### config.mk
export PLATFORM = sky130hd
export DESIGN_NAME = mem_port_arbiter
export DESIGN_NICKNAME = d
export VERILOG_FILES = /design/src/rtl/mem_port_arbiter.sv
export SDC_FILE = /design/constraint.sdc
export NUM_CORES = 1
export LEC_CHECK = 0
export ABC_AREA = 1
export CORE_MARGIN = 10
export CORE_UTILIZATION = 39
export CTS_CLUSTER_SIZE = 10
export DETAILED_ROUTE_END_ITERATION = 8
export PLACE_DENSITY = 0.82
export SYNTH_ARGS = -nofsm -noshare
export SYNTH_HDL_FRONTEND = slang
export SYNTH_SLANG_ARGS = --single-unit
### constraint.sdc
create_clock -name clk -period 1.75 [get_ports clk]
set_clock_uncertainty 0.2 [all_clocks]
set_input_delay 0.35 -clock clk [delete_from_list [all_inputs] [get_ports clk]]
set_output_delay 0.35 -clock clk [all_outputs]
set_load 0.01 [all_outputs]
### src/rtl/mem_port_arbiter.sv
// rtl/mem_port_arbiter.sv - two-port arbiter and cycle sequencer for the single-ported memory
module mem_port_arbiter #(
  parameter int DATA_W   = 16,
  parameter int ADDR_W   = 9,
  parameter int READ_LAT = 1,
  parameter int RR       = 1
) (
  input  logic              clk,
  input  logic              reset,
  input  logic              req0,
  input  logic              req1,
  input  logic [1:0]        cmd0,
  input  logic [1:0]        cmd1,
  input  logic [ADDR_W-1:0] addr0,
  input  logic [ADDR_W-1:0] addr1,
  input  logic [DATA_W-1:0] wdata0,
  input  logic [DATA_W-1:0] wdata1,
  output logic              gnt0,
  output logic              gnt1,
  output logic              done0,
  output logic              done1,
  output logic [DATA_W-1:0] rdata,
  output logic              busy,
  output logic [1:0]        mem_cmd,
  output logic [ADDR_W-1:0] mem_addr,
  output logic [DATA_W-1:0] write_data,
  input  logic [DATA_W-1:0] read_data
);

  localparam logic [1:0] CMD_NONE  = 2'b00;
  localparam logic [1:0] CMD_READ  = 2'b01;
  localparam logic [1:0] CMD_WRITE = 2'b10;

  localparam int              CNT_W    = (READ_LAT > 1) ? $clog2(READ_LAT) : 1;
  localparam logic [CNT_W-1:0] CNT_LAST = CNT_W'(READ_LAT - 1);

  typedef enum logic [1:0] {S_IDLE, S_ISSUE, S_WAIT, S_DONE} state_t;

  state_t           state;
  logic             winner;
  logic             last_winner;
  logic [CNT_W-1:0] wait_cnt;

  logic valid0;
  logic valid1;
  logic pick1;

  always_comb begin
    valid0 = req0 && ((cmd0 == CMD_READ) || (cmd0 == CMD_WRITE));
    valid1 = req1 && ((cmd1 == CMD_READ) || (cmd1 == CMD_WRITE));
    pick1  = 1'b0;
    if (valid0 && valid1)
      pick1 = (RR != 0) ? !last_winner : 1'b0;
    else
      pick1 = valid1;
  end

  // mem_cmd/mem_addr/write_data double as the latched request for the whole transaction.
  always_ff @(posedge clk) begin
    if (!reset) begin
      state       <= S_IDLE;
      winner      <= 1'b0;
      last_winner <= 1'b1;
      wait_cnt    <= '0;
      gnt0        <= 1'b0;
      gnt1        <= 1'b0;
      done0       <= 1'b0;
      done1       <= 1'b0;
      busy        <= 1'b0;
      rdata       <= '0;
      mem_cmd     <= CMD_NONE;
      mem_addr    <= '0;
      write_data  <= '0;
    end else begin
      gnt0  <= 1'b0;
      gnt1  <= 1'b0;
      done0 <= 1'b0;
      done1 <= 1'b0;
      case (state)
        S_IDLE: begin
          if (valid0 || valid1) begin
            state       <= S_ISSUE;
            busy        <= 1'b1;
            winner      <= pick1;
            last_winner <= pick1;
            gnt0        <= !pick1;
            gnt1        <= pick1;
            mem_cmd     <= pick1 ? cmd1   : cmd0;
            mem_addr    <= pick1 ? addr1  : addr0;
            write_data  <= pick1 ? wdata1 : wdata0;
          end
        end
        S_ISSUE: begin
          if (mem_cmd == CMD_WRITE) begin
            state   <= S_DONE;
            mem_cmd <= CMD_NONE;
            done0   <= !winner;
            done1   <= winner;
          end else begin
            state    <= S_WAIT;
            wait_cnt <= '0;
          end
        end
        S_WAIT: begin
          if (wait_cnt == CNT_LAST) begin
            state   <= S_DONE;
            rdata   <= read_data;
            mem_cmd <= CMD_NONE;
            done0   <= !winner;
            done1   <= winner;
          end else begin
            wait_cnt <= wait_cnt + 1'b1;
          end
        end
        S_DONE: begin
          state <= S_IDLE;
          busy  <= 1'b0;
        end
        default: begin
          state   <= S_IDLE;
          busy    <= 1'b0;
          mem_cmd <= CMD_NONE;
        end
      endcase
    end
  end

endmodule

# Yosys cells after proc, flatten, opt, wreduce, memory -nomap -nowiden
# Cells that the tools add are included.
op_classes:
  n_reduce_logical: 20
  n_mul: 0
  shifts: 0
  eq_ne: 12
  bitwise_logic: 1
  n_div: 0
  order_cmp: 0
  n_addsub: 1
  n_mux: 23
ops:
  columns: ["op", "n"]
  rows:
  - ["16-bit two-way mux", 1]
  - ["2-bit two-way mux", 6]
  - ["2-bit == test (second input constant)", 5]
  - ["2-bit AND reduction", 5]
  - ["1-bit two-way mux", 9]
  - ["9-bit two-way mux", 1]
  - ["2-bit inequality test (second input constant)", 4]
  - ["1-bit case mux with 2 select lines", 4]
  - ["2-bit case mux with 4 select lines", 1]
  - ["2-bit by 1-bit == test with 1-bit output (second input constant)", 3]
  - ["2-bit case mux with 3 select lines", 1]
  - ["4-bit AND reduction", 1]
  - ["2-bit nonzero test", 2]
  - ["1-bit logical AND", 3]
  - ["1-bit zero test", 3]
  - ["1-bit logical OR", 3]
  - ["3-bit AND reduction", 1]
  - ["3-bit nonzero test", 1]
  - ["2-bit zero test", 1]
  - ["1-bit adder (second input constant)", 1]
  - ["1-bit NOT", 1]
word_totals:
  mem_bits_ro: 0
  input_bits: 74
  ff_bits: 53
  latch_bits: 0
  ram_bits: 0
  memories: 0
  out_inout_bits: 48

# Longest topological paths before layout
# Gate-level depths: netlist of run 1.
depth:
  ltp_word: 8
  mapped_depth: 10
  depth_no_buf: 9

# Least setup slack after synthesis of run 1
# Ideal clock, no wire load.
synth_timing:
  kind: "reg-to-reg"
  from: "register state[0]"
  to: "register rdata[0]"
  path_buffers: 1
  slack_ns: 0.228
  setup_ns: 0.065
  arrival_time_ns: 1.257
  path_stages_with_launch: 7
  path_cell_list: "dfxtp_1 > inv_1 > ha_1 > clkinv_1 > clkbuf_1 > nor2_1 > nor2_1"
synth_between:
  elab_chain_len: 2
synth_rtl:
  columns: ["element", "line_no", "source"]
  rows:
  - ["start, declared", "39", "state_t state;"]
  - ["start signal, assigned", "61", "state <= S_IDLE;"]
  - ["start signal, assigned", "82", "state <= S_ISSUE;"]
  - ["start signal, assigned", "95", "state <= S_DONE;"]
  - ["2-bit == test", "79", "case (state)"]
  - ["2-bit AND reduction (no line)", null, null]
  - ["end signal, assigned", "107", "rdata <= read_data;"]
  - ["end, declared", "22", "output logic [DATA_W-1:0] rdata,"]
# No other way between the ends.
# A chain may end at the register's enable or synchronous reset.

# Worst setup path after layout of run 1
layout_timing:
  from: "register rdata[15]"
  to: "output rdata[15]"
# No word-level cell between the ends.

==> results of run 1 <==
## sequential cells by signal (all words and copies together), names as in the netlist
name,count
write_data,16
last_winner,1
done1,1
gnt1,1
state,2
mem_cmd,2
mem_addr,9
rdata,16
gnt0,1
winner,1
done0,1
busy,1
## synthesized netlist by cell type
cell / number / share of area
nor2_1: 62 / 0.10
o21ai_0: 42 / 0.092
buf_6: 4 / 0.020
buf_4: 2 / 0.0066
inv_1: 10 / 0.016
dfxtp_1: 52 / 0.45
nand2_1: 71 / 0.12
o21ai_1: 1 / 0.0022
nand2_8: 1 / 0.0087
nand4_4: 1 / 0.0093
a21oi_1: 7 / 0.015
nor3_1: 1 / 0.0022
inv_6: 1 / 0.0038
nand2_2: 3 / 0.0082
buf_2: 3 / 0.0066
clkinv_1: 1 / 0.0016
and3_1: 25 / 0.068
clkinv_4: 1 / 0.0038
clkbuf_1: 7 / 0.011
inv_2: 1 / 0.0016
ha_1: 5 / 0.027
nand3_1: 7 / 0.015
nand3_4: 1 / 0.0076
## power by group through the flow
stage	combinational (W)	clock, W	sequential, W
final	0.00231	0.000686	0.00177
after detailed placement	0.00230	0	0.00180
after CTS	0.00220	0.000709	0.00177
after floorplan	0.000919	0	0.00195
after global placement	0.00226	0	0.00178
after global routing	0.00257	0.000739	0.00181
## how the worst max path moves through the flow
stage | slack, ns | start | end
finish | 0.04 | rdata[15] | rdata[15]
global route | -0.008 | state[1] | write_data[2]
CTS | 0.002 | write_data[13] | write_data[13]
detailed placement | -0.28 | cmd0[0] | mem_addr[6]
global placement | -0.24 | cmd1[0] | mem_addr[4]
floorplan | 0.23 | state[0] | rdata[0]
## through the flow
stage | std cells | util
after global placement | 499 | 0.6466
after global routing | 509 | 0.6830
after detailed placement | 499 | 0.6466
after floorplan | 309 | -
final | 509 | 0.6830
after CTS | 507 | 0.6575
## what timing repair did
| item | in CTS | in global routing |
|---|---|---|
| gates resized for setup | 23 | 54 |
| setup endpoints to repair | 23 | 50 |
| cloned | 0 | 2 |
## final cells by class
class                      instances  share of cell area
multi-input combinational        227              0.2865
tap                               72             0.02352
sequential                        52              0.2721
inverter                          14             0.02058
clock buffer                       8             0.02352
timing repair buffer             136              0.3737
## layer usage
metal,up-vias,global-route usage
met3,8,0.09297
met5,-,0
met2,95,0.2388
met4,0,0.03269
met1,1085,0.1429
li1,1240,-
## cells by family after synthesis
kind of cell,Yosys count,share of synthesized area
AOI/OAI and AO/OA,50,0.1092
adders and majority gates,5,0.02731
buffers and inverters,30,0.07154
DFF,52,0.4544
and+or+nand+nor,172,0.3375
==> metrics.md, run 1 <==
| Metric | Value |
|---|---|
| Status | complete, no violations |
| Via count | 2,428 |
| CP cell instances | clkdlybuf4s50_1 |
| DP Worst Slack | -0.2758 ns |
| Min-Delay Path Class | reg2reg |
| Clk sinks | 52 |
| Layout Cell Area excl Fill | 3830 sq um |
| Sequential element share of the synthesized area | 0.4544 |
| P_int | 0.003063 W |
| WL met2 | 3375 um |
| DRC Markers | 0 |
| Max-slew violation count | 0 |
| Hold_ws | 0.2548 ns |
| Slew headroom | 0.8364 |
| Post-synth net total | 388 |
| Detailed-placement wirelength estimate | 5505 um |
| Fin crit period | 1.715 ns |
| Reg-to-reg endpoint | mem_addr[6] |
| Final GP Congestion | 0.8044 |
| Worst slew pin tran | 0.2452 ns |
| Reg clk slew, reported paths | 0.08 ns |
| Layout area overhead | 67.18% |
| F_max | 0.5831 GHz |
| Fin Setup TNS | 0 ns |
| Max-Cap Viols | 0 |
| Syn Area/Cell | 7.414 sq um |
| Top Metal Used | met4 |
| CP max stage cell | clkdlybuf4s50_1 |
| Fin crit share | 0.9800 |
| Vias per cell | 4.770 |
| R2R setup slack | 0.10 ns |
| Hold Path Stages | 1 |
| Combinational power share | 0.485 |
| NumNets Final | 515 |
| Distinct cells, synth | 23 |
| Area post-placement | 3626 sq um |
| Power Density | 1244 nW/um^2 |
| DR WL/cell | 14.27 um |
| Register area | 1042 sq um |
| TritonRoute pass-1 iters | 4 |
| CTS tree | yes |
| LEAKAGE | 2.108 nW |
| Commonest non-fill, non-tap cell in the layout | clkdlybuf4s50_1 |
| Global-route total usage across every layer | 0.1419 |
| Die Y | 96.65 um |
| Post-Synthesis Cells | 309 |
| Row cnt | 27 |
| Peak supply drop | 646.7 uV |
| Post-CTS setup buffer count | 0 |
| Initial antenna violation count | 0 |
| Die Area | 9340 sq um |
| Routed length on met1 | 2937 um |
| Clk_lat worst skew | 0.30 ns |
| Design Power | 0.004764 W |
| CP Buf/Inv Count | 1 |
| Sw power | 0.001701 W |
| Sw frac | 0.3571 |
| # port buffers | 121 |
| Met3 WL post-DR | 867 um |
| Critical path startpoint category | register |
| Final worst setup slack | 0.03502 ns |
| Num ports | 122 |
| Core Box Area | 5608 sq um |
| Initial Utilization | 0.4085 |
| Commonest cells after routing, fill and taps aside | clkdlybuf4s50_1 (74), nand2_1 (69), nor2_1 (61), dfxtp_1 (51), and3_1 (25) |
| Post-DRT Antenna Nets | 0 |
| Clock buffer depth | 2 |
| H-tree depth | 2 |
| Vias in the first global route | 2,454 |
| Routed WL | 7261 um |
| Hold Fails Final Rpt | 0 |
| Total gr overflow | 0 |
| Largest net degree at the start of global routing | 46 |
| Final setup violating endpoints | 0 |
| Multi-input gate area | 1097 sq um |
| Cts bufs inserted | 5 |
| Hold Path Sink | done0 |
| Worst r2r src | state[1] |
| Part of the power in registers | 0.371 |
| First DRT Iteration DRCs | 71 |
| Die Wd | 96.65 um |
| Critical path depth in cells | 1 |
| Synth warn | 0 |
| Cell Area, Synth | 2291 sq um |
| Endpoint class of the critical path | output pin |
| Ant. Diodes | 0 |
| CTS root buf | clkbuf_8 |
| Critical path peak fanout | 2 |
| Clock power share | 0.144 |
| CP required | 1.20 ns |
| CP peak stage delay | 0.54 ns |
| # fillers | 489 |
| Synth Register Bits | 52 |
| Layout cells sized above 1 | 0.08009 |
| CP top delay family | buffers and inverters |
| Hold Path Origin | winner |
| CP Class | reg2out |
| R2r worst-path depth | 7 |
| First-pass GRT wire length | 11,460 um |
| Worst EP arrival | 1.16 ns |
| # hold bufs at CTS | 0 |
Power figures use the tool's default switching activity.
==> run 2: changes to the inputs <==
- CORE_MARGIN: 10 -> 8
==> metrics.md, run 2 (synthesis results as in run 1) <==
| Metric | Value |
|---|---|
| Status | complete, no violations (unchanged) |
| TritonRoute pass-1 iters | 4 (unchanged) |
| Row cnt | 28 (was 27) |
| Fin crit share | 0.9724 (was 0.9800) |
| Final setup violating endpoints | 0 (unchanged) |
| CP peak stage delay | 0.54 ns (about the same) |
| F_max | 0.5876 GHz (was 0.5831 GHz) |
| Clock buffer depth | 2 (unchanged) |
| Peak supply drop | 641.4 uV (was 646.7 uV) |
| Vias per cell | 4.728 (was 4.770) |
| Critical path startpoint category | register (unchanged) |
| Detailed-placement wirelength estimate | 5375 um (was 5505 um) |
| Post-DRT Antenna Nets | 0 (unchanged) |
| WL met2 | 3349 um (was 3375 um) |
| Worst slew pin tran | 0.2597 ns (was 0.2452 ns) |
| # fillers | 527 (was 489) |
| # port buffers | 121 (unchanged) |
| Final GP Congestion | 0.8026 (was 0.8044) |
| Fin Setup TNS | 0 ns (unchanged) |
| CP Buf/Inv Count | 1 (unchanged) |
| H-tree depth | 2 (unchanged) |
| First DRT Iteration DRCs | 85 (was 71) |
| Endpoint class of the critical path | output pin (unchanged) |
| Total gr overflow | 0 (unchanged) |
| Final worst setup slack | 0.04822 ns (was 0.03502 ns) |
| Initial Utilization | 0.3939 (was 0.4085) |
| Clk_lat worst skew | 0.30 ns (about the same) |
| Die Y | 92.65 um (was 96.65 um) |
| Biggest regs | rdata: 16 flops, write_data: 16 flops, mem_addr: 9 flops (unchanged) |
| Routed length on met1 | 2813 um (was 2937 um) |
| Reg clk slew, reported paths | 0.08 ns (about the same) |
| Layout area overhead | 67.50% (was 67.18%) |
| Die Wd | 92.65 um (was 96.65 um) |
| Cts bufs inserted | 5 (unchanged) |
| CP required | 1.20 ns (about the same) |
| Layout Cell Area excl Fill | 3837 sq um (was 3830 sq um) |
| Routed WL | 7027 um (was 7261 um) |
| Power Density | 1268 nW/um^2 (was 1244 nW/um^2) |
| Largest net degree at the start of global routing | 38 (was 46) |
| Num ports | 122 (unchanged) |
| Slew headroom | 0.8269 (was 0.8364) |
| DRC Markers | 0 (unchanged) |
| DP Worst Slack | -0.2763 ns (was -0.2758 ns) |
| Global-route total usage across every layer | 0.1586 (was 0.1419) |
| Die Area | 8583 sq um (was 9340 sq um) |
| Layout cells sized above 1 | 0.08428 (was 0.08009) |
| Max-Cap Viols | 0 (unchanged) |
| NumNets Final | 517 (was 515) |
| Min-Delay Path Class | reg2reg (unchanged) |
| Vias in the first global route | 2,441 (was 2,454) |
| First-pass GRT wire length | 11,250 um (was 11,460 um) |
| Area post-placement | 3645 sq um (was 3626 sq um) |
| Hold Fails Final Rpt | 0 (unchanged) |
| Critical path peak fanout | 1 (was 2) |
| CP top delay family | buffers and inverters (unchanged) |
| Initial antenna violation count | 0 (unchanged) |
| Max-slew violation count | 0 (unchanged) |
| Commonest non-fill, non-tap cell in the layout | clkdlybuf4s50_1 (unchanged) |
| Ant. Diodes | 0 (unchanged) |
| CP max stage cell | clkdlybuf4s50_1 (unchanged) |
| CP Class | reg2out (unchanged) |
| LEAKAGE | 2.085 nW (was 2.108 nW) |
| CTS tree | yes (unchanged) |
| Worst EP arrival | 1.15 ns (was 1.16 ns) |
| Commonest cells after routing, fill and taps aside | clkdlybuf4s50_1 (72), nand2_1 (69), nor2_1 (62), dfxtp_1 (51), o21ai_0 (32) (was clkdlybuf4s50_1 (74), nand2_1 (69), nor2_1 (61), dfxtp_1 (51), and3_1 (25)) |
| Via count | 2,430 (was 2,428) |
| Met3 WL post-DR | 809 um (was 867 um) |
| Fin crit period | 1.702 ns (was 1.715 ns) |
| DR WL/cell | 13.67 um (was 14.27 um) |
| CP cell instances | clkdlybuf4s50_1 (unchanged) |
| Top Metal Used | met4 (unchanged) |
| Clk sinks | 52 (unchanged) |
| Core Box Area | 5816 sq um (was 5608 sq um) |
| CTS root buf | clkbuf_8 (unchanged) |
## run 2: final timing paths
path / startpoint / end / slack, ns / cells past startpoint
min: winner / done0 / 0.24 / 1
max: gnt1 / gnt1 / 0.05 / 1
max reg2reg: state[1] / write_data[5] / 0.11 / 7
min reg2reg: winner / done0 / 0.24 / 1
## run 2: routing by layer
layer,vias to the layer above,GRT usage
met2,92,0.2634
met5,-,0
met1,1084,0.1712
met3,5,0.09061
li1,1249,-
met4,0,0.03624
## run 2: layout make-up
class	count	area, sq um	area share
clock buffer	6	82.58	0.02152
clock inverter	2	38.79	0.01011
inverter	14	70.07	0.01826
multi-input combinational	227	1091	0.2843
sequential	52	1042	0.2716
tap	75	93.84	0.02445
timing repair buffer	138	1419	0.3697
## run 2: where the power goes
group	switching, W	internal [W]	leakage, nW
sequential	0.000199	0.00157	0.428
clock	0.000389	0.000468	0.0614
combinational	0.00110	0.00113	1.60
total	0.00169	0.00317	2.09
## run 2: repair_timing
action | 4_1_cts | 5_1_grt
setup buffers | 0 | 0
endpoints found under the setup margin | 29 | 42
resized for setup | 29 | 38
gates cloned | 0 | 2
hold buffers | 0 | 0
## run 2: worst reg2reg max path, cell delays in order, from the launching register on
cell       delay (ns)
dfxtp_1          0.39
inv_1            0.11
ha_1             0.24
nand2_2          0.12
clkinv_4         0.10
clkbuf_16        0.17
o21ai_0          0.14
nor2_1           0.06
## run 2: through the flow
| step | instances | hold slack, ns | power [W] | utilization |
|---|---|---|---|---|
| floorplan | 309 | 0.2132 | 0.002866 | - |
| global placement | 504 | 0.2277 | 0.004042 | 0.6267 |
| detailed placement | 504 | 0.2374 | 0.004109 | 0.6267 |
| CTS | 512 | 0.2550 | 0.004820 | 0.6414 |
| global route | 514 | 0.2905 | 0.005247 | 0.6599 |
| finish | 514 | 0.2444 | 0.004866 | 0.6599 |
